$ cat src/rtl/flags_int_unit_if.sv
// -----------------------------------------------------------------------------
// flags_int_unit_if
//
// Purpose:
//   Groups the strobe, flag and interrupt signals exchanged between the RAT
//   control unit (master) and the flags/interrupt front end (slave).
//
// Signal summary:
//   C_IN, Z_IN      ALU carry / zero results
//   FLG_C_SET       force C to 1
//   FLG_C_CLR       force C to 0
//   FLG_C_LD        load C from the selected source
//   FLG_Z_LD        load Z from the selected source
//   FLG_LD_SEL      0 = ALU source, 1 = shadow flags (RETIE restore)
//   FLG_SHAD_LD     copy live C/Z into the shadows (interrupt entry / ack)
//   I_SET, I_CLR    interrupt-mask set / clear
//   INT_IN          asynchronous external interrupt request
//   C_FLAG, Z_FLAG  live flags back to the control unit
//   I_FLAG          interrupt-enable mask
//   INT_CU          interrupt request to the control unit
// -----------------------------------------------------------------------------
interface flags_int_unit_if;
  logic C_IN;
  logic Z_IN;
  logic FLG_C_SET;
  logic FLG_C_CLR;
  logic FLG_C_LD;
  logic FLG_Z_LD;
  logic FLG_LD_SEL;
  logic FLG_SHAD_LD;
  logic I_SET;
  logic I_CLR;
  logic INT_IN;

  logic C_FLAG;
  logic Z_FLAG;
  logic I_FLAG;
  logic INT_CU;

  // Control-unit side: drives the strobes and observes the flags.
  modport master (
    output C_IN, Z_IN,
    output FLG_C_SET, FLG_C_CLR, FLG_C_LD, FLG_Z_LD,
    output FLG_LD_SEL, FLG_SHAD_LD,
    output I_SET, I_CLR,
    output INT_IN,
    input  C_FLAG, Z_FLAG, I_FLAG, INT_CU
  );

  // Flags/interrupt unit side.
  modport slave (
    input  C_IN, Z_IN,
    input  FLG_C_SET, FLG_C_CLR, FLG_C_LD, FLG_Z_LD,
    input  FLG_LD_SEL, FLG_SHAD_LD,
    input  I_SET, I_CLR,
    input  INT_IN,
    output C_FLAG, Z_FLAG, I_FLAG, INT_CU
  );
endinterface

$ cat src/rtl/flags_int_unit.sv
// -----------------------------------------------------------------------------
// flags_int_unit
//
// Purpose:
//   Flags-and-interrupt front end for the RAT control unit. Holds the live
//   C/Z flags, their shadow copies used across an interrupt, and the
//   interrupt-enable mask. Synchronises the external interrupt line, latches
//   a pending request, and presents INT_CU = pending & I to the control unit.
//
// Parameters:
//   SYNC_STAGES  flops in the INT_IN synchroniser (legal range 2..4)
//   INT_EDGE     1 = rising-edge latch, 0 = level-sensitive pending
//
// Ports:
//   CLK   system clock, all state changes on its rising edge
//   RST   synchronous active-high reset, overrides every other input
//   bus   flags_int_unit_if.slave (strobes in, C/Z/I flags and INT_CU out)
//
// Notes:
//   - Outputs come straight from flops (INT_CU is an AND of two flops), so
//     there is no combinational path from INT_IN or any strobe to an output.
//   - INT_IN pulses shorter than one CLK period may be missed.
// -----------------------------------------------------------------------------
module flags_int_unit #(
  parameter int SYNC_STAGES = 2,
  parameter bit INT_EDGE    = 1'b1
) (
  input  logic             CLK,
  input  logic             RST,
  flags_int_unit_if.slave  bus
);

  // ---------------------------------------------------------------------------
  // State
  // ---------------------------------------------------------------------------
  logic c_reg,       c_next;
  logic z_reg,       z_next;
  logic shad_c_reg,  shad_c_next;
  logic shad_z_reg,  shad_z_next;
  logic i_reg,       i_next;
  logic int_s_d_reg;
  logic pending_reg, pending_next;

  logic [SYNC_STAGES-1:0] sync_reg;

  logic int_s;
  logic int_rise;
  logic int_set;
  logic int_ack;
  logic int_cu;
  logic ld_c_src;
  logic ld_z_src;

  // ---------------------------------------------------------------------------
  // INT_IN synchroniser: stage 0 samples the asynchronous line, each later
  // stage samples its predecessor. The last stage is the usable level.
  // ---------------------------------------------------------------------------
  generate
    for (genvar gi = 0; gi < SYNC_STAGES; gi++) begin : g_sync
      if (gi == 0) begin : g_first
        always_ff @(posedge CLK) begin
          if (RST) begin
            sync_reg[gi] <= 1'b0;
          end else begin
            sync_reg[gi] <= bus.INT_IN;
          end
        end
      end else begin : g_rest
        always_ff @(posedge CLK) begin
          if (RST) begin
            sync_reg[gi] <= 1'b0;
          end else begin
            sync_reg[gi] <= sync_reg[gi-1];
          end
        end
      end
    end
  endgenerate

  assign int_s    = sync_reg[SYNC_STAGES-1];
  assign int_rise = int_s & ~int_s_d_reg;

  // Set condition for the pending latch depends on the trigger mode.
  generate
    if (INT_EDGE) begin : g_edge
      assign int_set = int_rise;
    end else begin : g_level
      assign int_set = int_s;
    end
  endgenerate

  // The request is only visible when unmasked, so an acknowledge can only
  // happen for a request the control unit actually saw.
  assign int_cu  = pending_reg & i_reg;
  assign int_ack = bus.FLG_SHAD_LD & int_cu;

  // ---------------------------------------------------------------------------
  // Load-source selection shared by C and Z.
  // ---------------------------------------------------------------------------
  assign ld_c_src = bus.FLG_LD_SEL ? shad_c_reg : bus.C_IN;
  assign ld_z_src = bus.FLG_LD_SEL ? shad_z_reg : bus.Z_IN;

  // ---------------------------------------------------------------------------
  // Next-state logic
  // ---------------------------------------------------------------------------
  always_comb begin
    c_next = c_reg;
    if (bus.FLG_C_CLR) begin
      c_next = 1'b0;
    end else if (bus.FLG_C_SET) begin
      c_next = 1'b1;
    end else if (bus.FLG_C_LD) begin
      c_next = ld_c_src;
    end
  end

  always_comb begin
    z_next = z_reg;
    if (bus.FLG_Z_LD) begin
      z_next = ld_z_src;
    end
  end

  // Shadows capture the pre-edge live flags. Because the restore path reads
  // the old shadow value and the capture path reads the old live value, a
  // simultaneous FLG_SHAD_LD + restore swaps the two registers cleanly.
  always_comb begin
    shad_c_next = shad_c_reg;
    shad_z_next = shad_z_reg;
    if (bus.FLG_SHAD_LD) begin
      shad_c_next = c_reg;
      shad_z_next = z_reg;
    end
  end

  always_comb begin
    i_next = i_reg;
    if (bus.I_CLR) begin
      i_next = 1'b0;
    end else if (bus.I_SET) begin
      i_next = 1'b1;
    end
  end

  // A new request arriving in the acknowledge cycle must not be lost, so the
  // set term dominates the clear term.
  always_comb begin
    pending_next = pending_reg;
    if (int_set) begin
      pending_next = 1'b1;
    end else if (int_ack) begin
      pending_next = 1'b0;
    end
  end

  // ---------------------------------------------------------------------------
  // State registers
  // ---------------------------------------------------------------------------
  always_ff @(posedge CLK) begin
    if (RST) begin
      c_reg       <= 1'b0;
      z_reg       <= 1'b0;
      shad_c_reg  <= 1'b0;
      shad_z_reg  <= 1'b0;
      i_reg       <= 1'b0;
      int_s_d_reg <= 1'b0;
      pending_reg <= 1'b0;
    end else begin
      c_reg       <= c_next;
      z_reg       <= z_next;
      shad_c_reg  <= shad_c_next;
      shad_z_reg  <= shad_z_next;
      i_reg       <= i_next;
      int_s_d_reg <= int_s;
      pending_reg <= pending_next;
    end
  end

  // ---------------------------------------------------------------------------
  // Outputs
  // ---------------------------------------------------------------------------
  assign bus.C_FLAG = c_reg;
  assign bus.Z_FLAG = z_reg;
  assign bus.I_FLAG = i_reg;
  assign bus.INT_CU = int_cu;

endmodule

$ cat src/flat_wrapper.sv
// flat-port wrapper written by rule: the top's interface ports become plain ports
module flags_int_unit_flat 
#(
  parameter int SYNC_STAGES = 2,
  parameter bit INT_EDGE    = 1'b1
)
  (CLK, RST, bus_C_IN, bus_Z_IN, bus_FLG_C_SET, bus_FLG_C_CLR, bus_FLG_C_LD, bus_FLG_Z_LD, bus_FLG_LD_SEL, bus_FLG_SHAD_LD, bus_I_SET, bus_I_CLR, bus_INT_IN, bus_C_FLAG, bus_Z_FLAG, bus_I_FLAG, bus_INT_CU);
  flags_int_unit_if bus_i ();
  input  logic CLK;
  input  logic RST;
  input wire logic [$bits(bus_i.C_IN)-1:0] bus_C_IN;
  input wire logic [$bits(bus_i.Z_IN)-1:0] bus_Z_IN;
  input wire logic [$bits(bus_i.FLG_C_SET)-1:0] bus_FLG_C_SET;
  input wire logic [$bits(bus_i.FLG_C_CLR)-1:0] bus_FLG_C_CLR;
  input wire logic [$bits(bus_i.FLG_C_LD)-1:0] bus_FLG_C_LD;
  input wire logic [$bits(bus_i.FLG_Z_LD)-1:0] bus_FLG_Z_LD;
  input wire logic [$bits(bus_i.FLG_LD_SEL)-1:0] bus_FLG_LD_SEL;
  input wire logic [$bits(bus_i.FLG_SHAD_LD)-1:0] bus_FLG_SHAD_LD;
  input wire logic [$bits(bus_i.I_SET)-1:0] bus_I_SET;
  input wire logic [$bits(bus_i.I_CLR)-1:0] bus_I_CLR;
  input wire logic [$bits(bus_i.INT_IN)-1:0] bus_INT_IN;
  output wire logic [$bits(bus_i.C_FLAG)-1:0] bus_C_FLAG;
  output wire logic [$bits(bus_i.Z_FLAG)-1:0] bus_Z_FLAG;
  output wire logic [$bits(bus_i.I_FLAG)-1:0] bus_I_FLAG;
  output wire logic [$bits(bus_i.INT_CU)-1:0] bus_INT_CU;
  assign bus_i.C_IN = bus_C_IN;
  assign bus_i.Z_IN = bus_Z_IN;
  assign bus_i.FLG_C_SET = bus_FLG_C_SET;
  assign bus_i.FLG_C_CLR = bus_FLG_C_CLR;
  assign bus_i.FLG_C_LD = bus_FLG_C_LD;
  assign bus_i.FLG_Z_LD = bus_FLG_Z_LD;
  assign bus_i.FLG_LD_SEL = bus_FLG_LD_SEL;
  assign bus_i.FLG_SHAD_LD = bus_FLG_SHAD_LD;
  assign bus_i.I_SET = bus_I_SET;
  assign bus_i.I_CLR = bus_I_CLR;
  assign bus_i.INT_IN = bus_INT_IN;
  assign bus_C_FLAG = bus_i.C_FLAG;
  assign bus_Z_FLAG = bus_i.Z_FLAG;
  assign bus_I_FLAG = bus_i.I_FLAG;
  assign bus_INT_CU = bus_i.INT_CU;
  flags_int_unit #(.SYNC_STAGES(SYNC_STAGES), .INT_EDGE(INT_EDGE)) u_core (.CLK(CLK), .RST(RST), .bus(bus_i));
endmodule
$ cat config.mk
export PLATFORM = sky130hd
export DESIGN_NAME = flags_int_unit_flat
export DESIGN_NICKNAME = d
export VERILOG_FILES = /design/src/rtl/flags_int_unit_if.sv /design/src/rtl/flags_int_unit.sv /design/src/flat_wrapper.sv
export SDC_FILE = /design/constraint.sdc
export NUM_CORES = 1
export LEC_CHECK = 0
export BUFFER_PORTS_ARGS = -buffer_cell sky130_fd_sc_hd__buf_2
export CAP_MARGIN = 20
export CORE_AREA = 3 3 40 42
export CTS_BUF_LIST = sky130_fd_sc_hd__clkbuf_8
export DETAILED_ROUTE_END_ITERATION = 16
export DIE_AREA = 0 0 43 45
export GPL_TIMING_DRIVEN = 0
export SLEW_MARGIN = 30
export SYNTH_ARGS = -nofsm -noshare
export SYNTH_HDL_FRONTEND = slang
export SYNTH_SLANG_ARGS = --single-unit
$ cat constraint.sdc
create_clock -name CLK -period 0.8 [get_ports CLK]
set_input_delay 0.08 -clock CLK [delete_from_list [all_inputs] [get_ports CLK]]
set_output_delay 0.08 -clock CLK [all_outputs]
set_load 0.02 [all_outputs]
Yosys cells after proc, flatten, opt, wreduce, memory -nomap -nowiden

Cells that the tools add are included.
W data, S select, Z words.

Register bits: 9
Output and inout port bits: 4
Word-level logic and storage cells: 23

Mux-type cells: 6
Bitwise logic cells: 4
Reduce and logical (&&, ||, !) cells: 4

Operators by type and width:

| kind               | count |
|---|---|
| $mux W1            | 6 |
| $reduce_bool A2 Y1 | 2 |
| $reduce_or A2 Y1   | 2 |
| $and A1 B1 Y1      | 3 |
| $not A1 Y1         | 1 |

Longest topological paths before layout

Gate-level depths: netlist of the first run.

Word-level depth: 4
Gate-level depth with buffers: 3
Mapped depth without buffers: 2

Least setup slack after synthesis of the first run

No wires, ideal clock.

Path type: register to register
Start: register u_core.bus.C_FLAG (netlist name)
End: register u_core.c_reg, in the netlist u_core.bus.C_FLAG
Data arrival time: 0.746 ns
Required time: 0.712 ns
Slack: -0.034 ns
Stages on the path, launching flop included: 3
Buffers on the path: 0
Clock period less this slack: 0.834 ns
Cell sequence: dfxtp_1 > nor3_1 > a311oi_2

RTL lines:

| element                | line                  | source |
|---|---|---|
| end signal: assignment | flags_int_unit.sv:169 | `c_reg <= c_next;` |
| end: declaration       | flags_int_unit.sv:36  | `logic c_reg, c_next;` |

Final worst setup path of the first run

Start: register u_core.pending_reg
End: output port bus_INT_CU

Longest elaborated chain between the ends: 1

RTL lines:

| element                  | line                  | source |
|---|---|---|
| start: declaration       | flags_int_unit.sv:42  | `logic pending_reg, pending_next;` |
| start signal: assignment | flags_int_unit.sv:175 | `pending_reg <= pending_next;` |
| $and A1 B1 Y1            | flags_int_unit.sv:94  | `assign int_cu = pending_reg & i_reg;` |
| end: declaration         | flat_wrapper.sv:25    | `output wire logic [$bits(bus_i.INT_CU)-1:0] bus_INT_CU;` |

No other way between the ends.

==> flow_metrics.tcl, run 1 <==
set metrics [dict create \
    status "finished with violations" \
    violations "negative setup slack" \
    cts_buffers 3 \
    boundaryPins 17 \
    min_period_ns 0.901 \
    nets 66 \
    synth_top_cells_by_count "dfxtp_1, mux2i_1, nor2_1, nor2b_1, nor3_1" \
    setup_tns_ns -0.173 \
    insertion_delay_ns 0.24 \
    syn-num-nets 44 \
    dieArea_mm2 0.00194 \
    synth-edff-count 0 \
    p_per_area_mw_per_mm2 2130 \
    yosys.area.top_type "dfxtp_1" \
    syn_inst 31 \
    fin_area_um2 541 \
    overflow 0 \
    grt_pass1_wl_mm 1.18 \
    crit_required_ns 0.72 \
    hold_slack_ns 0.0285 \
    final_cells 67 \
    cp.arrival_ns 0.82 \
    dieWidth_um 43 \
    port_buffers 15 \
    place_area_um2 430 \
    yosysUniqueCellTypes 14 \
    cts.sinks 9 \
    cts_tree "done" \
    antenna_left 0 \
    cp_max_fo 2 \
    htree_levels 1 \
    post-place-ws_ns 0.00800 \
    rsz0062_at_grt "true" \
    slew_viol_final 0 \
    async_flop_share_pct 0 \
    ys_seq_area_share_pct 53.7 \
    final-setup-viol-count 2 \
    clock_skew_ns 0.00811 \
    ys_ff_latch 9 \
    hold_viol 0 \
    max_freq_mhz 1110 \
    ys_top_cells_by_area "dfxtp_1, mux2i_1, nor2b_1, a311oi_2, nor2_1" \
    drive_gt1_share_pct 57.7 \
    vias 286 \
    diodes 0 \
    hp-class "primary input to register" \
    wirelength_um 744 \
    grt_antenna_before_repair 0 \
    avgSynthCellArea_um2 10.8 \
    chipHeight_um 45 \
    cp-end-kind "output pin" \
    yosys_warnings 0 \
    path_clk_slew_ns 0.05 \
    via_per_inst 4.27 \
    critical_path_class "register to output pin" \
    synthFlopType "dfxtp_1" \
    std_cell_rows 13 \
    yosysMostFrequentCell "dfxtp_1" \
    cp-start-kind "register" \
    placed_cells 61 \
    post-route-period-util_pct 113 \
    synth_top_area_share_pct 53.7 \
    dr.pass1.iters 1 \
    layout_setup_ws_ns -0.101 \
    initial_core_util_pct 26.1 \
    drc 0 \
    wl_per_cell_um 11.1 \
    cap_violations 0 \
    vdd_ir_drop_max_v 0.00151 \
    max_slew_margin_pct 87.9 \
    grt_pass1_vias 266 \
    track_usage_pct 9.27 \
    cts_max_path_buffers 2 \
    grt_max_degree 10 \
    area_delta_synth_final_pct 61.2 \
    p_leak_nw 0.247 \
    core_area_mm2 0.00128 \
    cts-root-buf "clkbuf_8" \
    gp_congestion 0.604 \
    syn_area_um2 335 \
    tightest_slew_ns 0.178 \
    drt_iter0_drc 0 \
]
-- routing by layer --
| metal | up-vias | wire, um | global-route usage (%) |
|---|---|---|---|
| met5 | - | 0 | 0 |
| met1 | 129 | 279 | 8.50 |
| met3 | 0 | 77 | 7.17 |
| met2 | 11 | 387 | 15.6 |
| li1 | 146 | - | - |
| met4 | 0 | 0 | 3.61 |
-- through the flow --
stage	power, mW	util (%)
CTS	1.13	39.8
global placement	0.592	33.5
detailed placement	0.596	33.5
global route	1.21	42.1
finish	1.15	42.1
floorplan	0.546	-
-- worst paths after layout --
path	start	to	slack, ns	depth (start not counted)
hold reg to reg	u_core.sync_reg[0]	u_core.int_s	0.44	1
setup / recovery	u_core.pending_reg	bus_INT_CU	-0.10	2
setup reg to reg	u_core.bus.C_FLAG	u_core.bus.C_FLAG	0.06	2
hold / removal	RST	u_core.pending_reg	0.03	2
-- cells by family (layout without fill, tap and decap cells) --
logic type | count (synthesis) | count (layout) | synth area share [%]
AND/OR/NAND/NOR | 12 | 12 | 18.7
buffers and inverters | 2 | 23 | 4.48
AO/OA/AOI/OAI | 4 | 4 | 11.2
flip-flops | 9 | 9 | 53.7
multiplexers | 4 | 4 | 11.9
-- layout make-up --
| cell class | instances | area, um2 |
|---|---|---|
| Fill cell | 133 | 744 |
| Clock inverter | 1 | 3.75 |
| Buffer | 1 | 11.3 |
| Tap cell | 15 | 18.8 |
| Timing Repair Buffer | 17 | 121 |
| Multi-Input combinational cell | 20 | 155 |
| Inverter | 1 | 3.75 |
| Clock buffer | 3 | 41.3 |
| Sequential cell | 9 | 185 |
-- cell usage in the layout (no fill, tap or decap) --
cell and instances:
buf_2 11, buf_6 6, dfxtp_1 5, nor2_1 4, dfxtp_2 4, nor2b_1 3, mux2i_1 3, clkbuf_8 3
inv_1 2, and2_4 1, mux2i_2 1, nor3_2 1, or2_0 1, a311oi_2 1, nor3_1 1, nand2b_1 1
a21bo_2 1, a21oi_2 1, a211oi_1 1, dlygate4sd3_1 1
-- power by group --
| part | internal, mW | total (mW) | switching (mW) | leakage (nW) |
|---|---|---|---|---|
| Clock | 0.336 | 0.531 | 0.196 | 0.0269 |
| Sequential | 0.473 | 0.486 | 0.0127 | 0.0754 |
| Combinational | 0.0765 | 0.133 | 0.0562 | 0.145 |
-- timing repair --
action	CTS	global route
hold endpoints to repair	1	0
resized for setup	10	6
pin swaps	1	1
hold buffers	1	0
setup buffers	0	1
setup endpoints to repair	5	6
-- worst max-delay path: stages, from the launching register on --
cell     delay, ns
dfxtp_2       0.31
and2_4        0.15
buf_6         0.12
Power figures use the tool's default switching activity.
==> run 2: changes to the inputs <==
clock period = 0.9 ns   (was 0.8 ns; I/O delays follow)
==> run 2 against run 1 <==
Compared with the run above:
- the flow now finishes without violations
- register-to-register slack improved by 0.06 ns
- critical endpoint unchanged
- flip-flop and latch count unchanged
- highest routed layer unchanged
- cell area fell by 10%
- power fell by 17%
- final cell count down 3.0%
- clock skew fell by 0.0076 ns
- sequential power is 12% lower
- via count is 12% lower
- setup slack better by 0.11 ns
- first-iteration DRC count grew 1
==> flow_metrics.tcl, run 2 (synthesis results as in run 1) <==
set metrics [dict create \
    htree_levels 1 \
    p_leak_nw 0.232 \
    drt_iter0_drc 1 \
    hold_viol 0 \
    cp.arrival_ns 0.80 \
    critPathSlowestCell "dfxtp_2" \
    hold_slack_ns 0.0160 \
    path_cells "and2_4 -> buf_6" \
    p_per_area_mw_per_mm2 1980 \
    cts_tree "done" \
    boundaryPins 17 \
    cap_violations 0 \
    cts.sinks 9 \
    drc 0 \
    wirelength_um 600 \
    rsz0062_at_grt "true" \
    chipHeight_um 45 \
    slew_viol_final 0 \
    tightest_slew_ns 0.211 \
    cts-root-buf "clkbuf_8" \
    max_freq_mhz 1120 \
    vias 253 \
    track_usage_pct 7.36 \
    initial_core_util_pct 26.1 \
    place_area_um2 429 \
    gp_congestion 0.604 \
    cts_max_path_buffers 2 \
    insertion_delay_ns 0.23 \
    path_clk_slew_ns 0.04 \
    min_period_ns 0.893 \
    drive_gt1_share_pct 46.0 \
    grt_pass1_vias 226 \
    fin_area_um2 484 \
    grt_pass1_wl_um 979 \
    max_slew_margin_pct 86.0 \
    antenna_left 0 \
    cts_buffers 3 \
    slowest_delay_ns 0.34 \
    ctsHoldBuffers 0 \
    critPathBufInv 1 \
    hp-class "primary input to register" \
    layout_commonest_cell "buf_2" \
    wl_per_cell_um 9.23 \
    core_area_mm2 0.00128 \
    post-route-period-util_pct 99.2 \
    multiInputGateArea_um2 143 \
    seqCellArea_um2 181 \
    crit_family "flip-flops" \
    n_fill_cell 129 \
    dieWidth_um 43 \
    overflow 0 \
    cp-start-kind "register" \
    via_per_inst 3.89 \
    postCtsSetupBuffers 0 \
    diodes 0 \
    grt_antenna_before_repair 0 \
    grt_max_degree 10 \
    area_delta_synth_final_pct 44.4 \
    final-setup-viol-count 0 \
    layout_common_cells "buf_2, dfxtp_1, mux2i_1, nor2_1" \
    port_buffers 15 \
    cp_max_fo 4 \
    nets 64 \
    clock_skew_ns 0.000520 \
    dr.pass1.iters 2 \
    vdd_ir_drop_max_v 0.00108 \
    cp-end-kind "output pin" \
    crit_required_ns 0.81 \
    dieArea_mm2 0.00194 \
    status "completed" \
    std_cell_rows 13 \
    critical_path_class "register to output pin" \
]
==> run 2: timing repair <==
item	in CTS	in global routing
endpoints found under the setup margin	1	1
gates cloned	0	0
endpoints found under the hold margin	0	0
pin swaps	1	0
resized for setup	4	0
==> run 2: layout make-up <==
cell class / instances / area share (%)
multi-input combinational: 20 / 29.5
tap: 15 / 3.88
inverter: 1 / 0.775
buffer: 1 / 2.33
clock buffer: 3 / 8.53
clock inverter: 1 / 0.775
sequential: 9 / 37.5
timing repair buffer: 15 / 16.8
==> run 2: worst reg2reg max path: cells and delay by family (launching register included) <==
family | cells | cell delay [ns]
AOI/OAI and AO/OA | 1 | 0.28
DFF | 1 | 0.32
muxes | 1 | 0.08
==> run 2: worst paths after layout <==
| path | from | end | slack, ns | cells after the start |
|---|---|---|---|---|
| hold reg to reg | u_core.sync_reg[0] | u_core.int_s | 0.44 | 1 |
| setup / recovery | u_core.bus.I_FLAG | bus_INT_CU | 0.007 | 2 |
| hold / removal | bus_I_CLR | u_core.bus.I_FLAG | 0.02 | 2 |
| setup reg to reg | u_core.shad_c_reg | u_core.bus.C_FLAG | 0.12 | 2 |
==> run 2: routing by layer <==
| layer | global-route usage (%) | vias to the layer above | part of all wire, % |
|---|---|---|---|
| met5 | 0 | - | 0 |
| li1 | - | 142 | - |
| met4 | 3.61 | 0 | 0 |
| met2 | 9.88 | 10 | 45 |
| met3 | 5.98 | 0 | 11 |
| met1 | 8.31 | 101 | 44 |
==> run 2: report_power, final <==
part	total [mW]	switching, mW	internal [mW]	leakage, nW
Clock	0.437	0.141	0.295	0.0269
Combinational	0.0922	0.0426	0.0496	0.131
Sequential	0.429	0.00957	0.420	0.0743
==> run 2: per-stage QoR <==
stage | setup slack, ns | power [mW] | utilization [%] | std cells | TNS [ns]
after CTS | -0.00181 | 0.984 | 37.7 | 65 | -0.00181
after floorplan | 0.0659 | 0.485 | - | 31 | 0
after global placement | 0.173 | 0.526 | 33.4 | 61 | 0
final | 0.00733 | 0.958 | 37.7 | 65 | 0
after detailed placement | 0.121 | 0.527 | 33.4 | 61 | 0
after global routing | -0.0296 | 1.02 | 37.7 | 65 | -0.0296
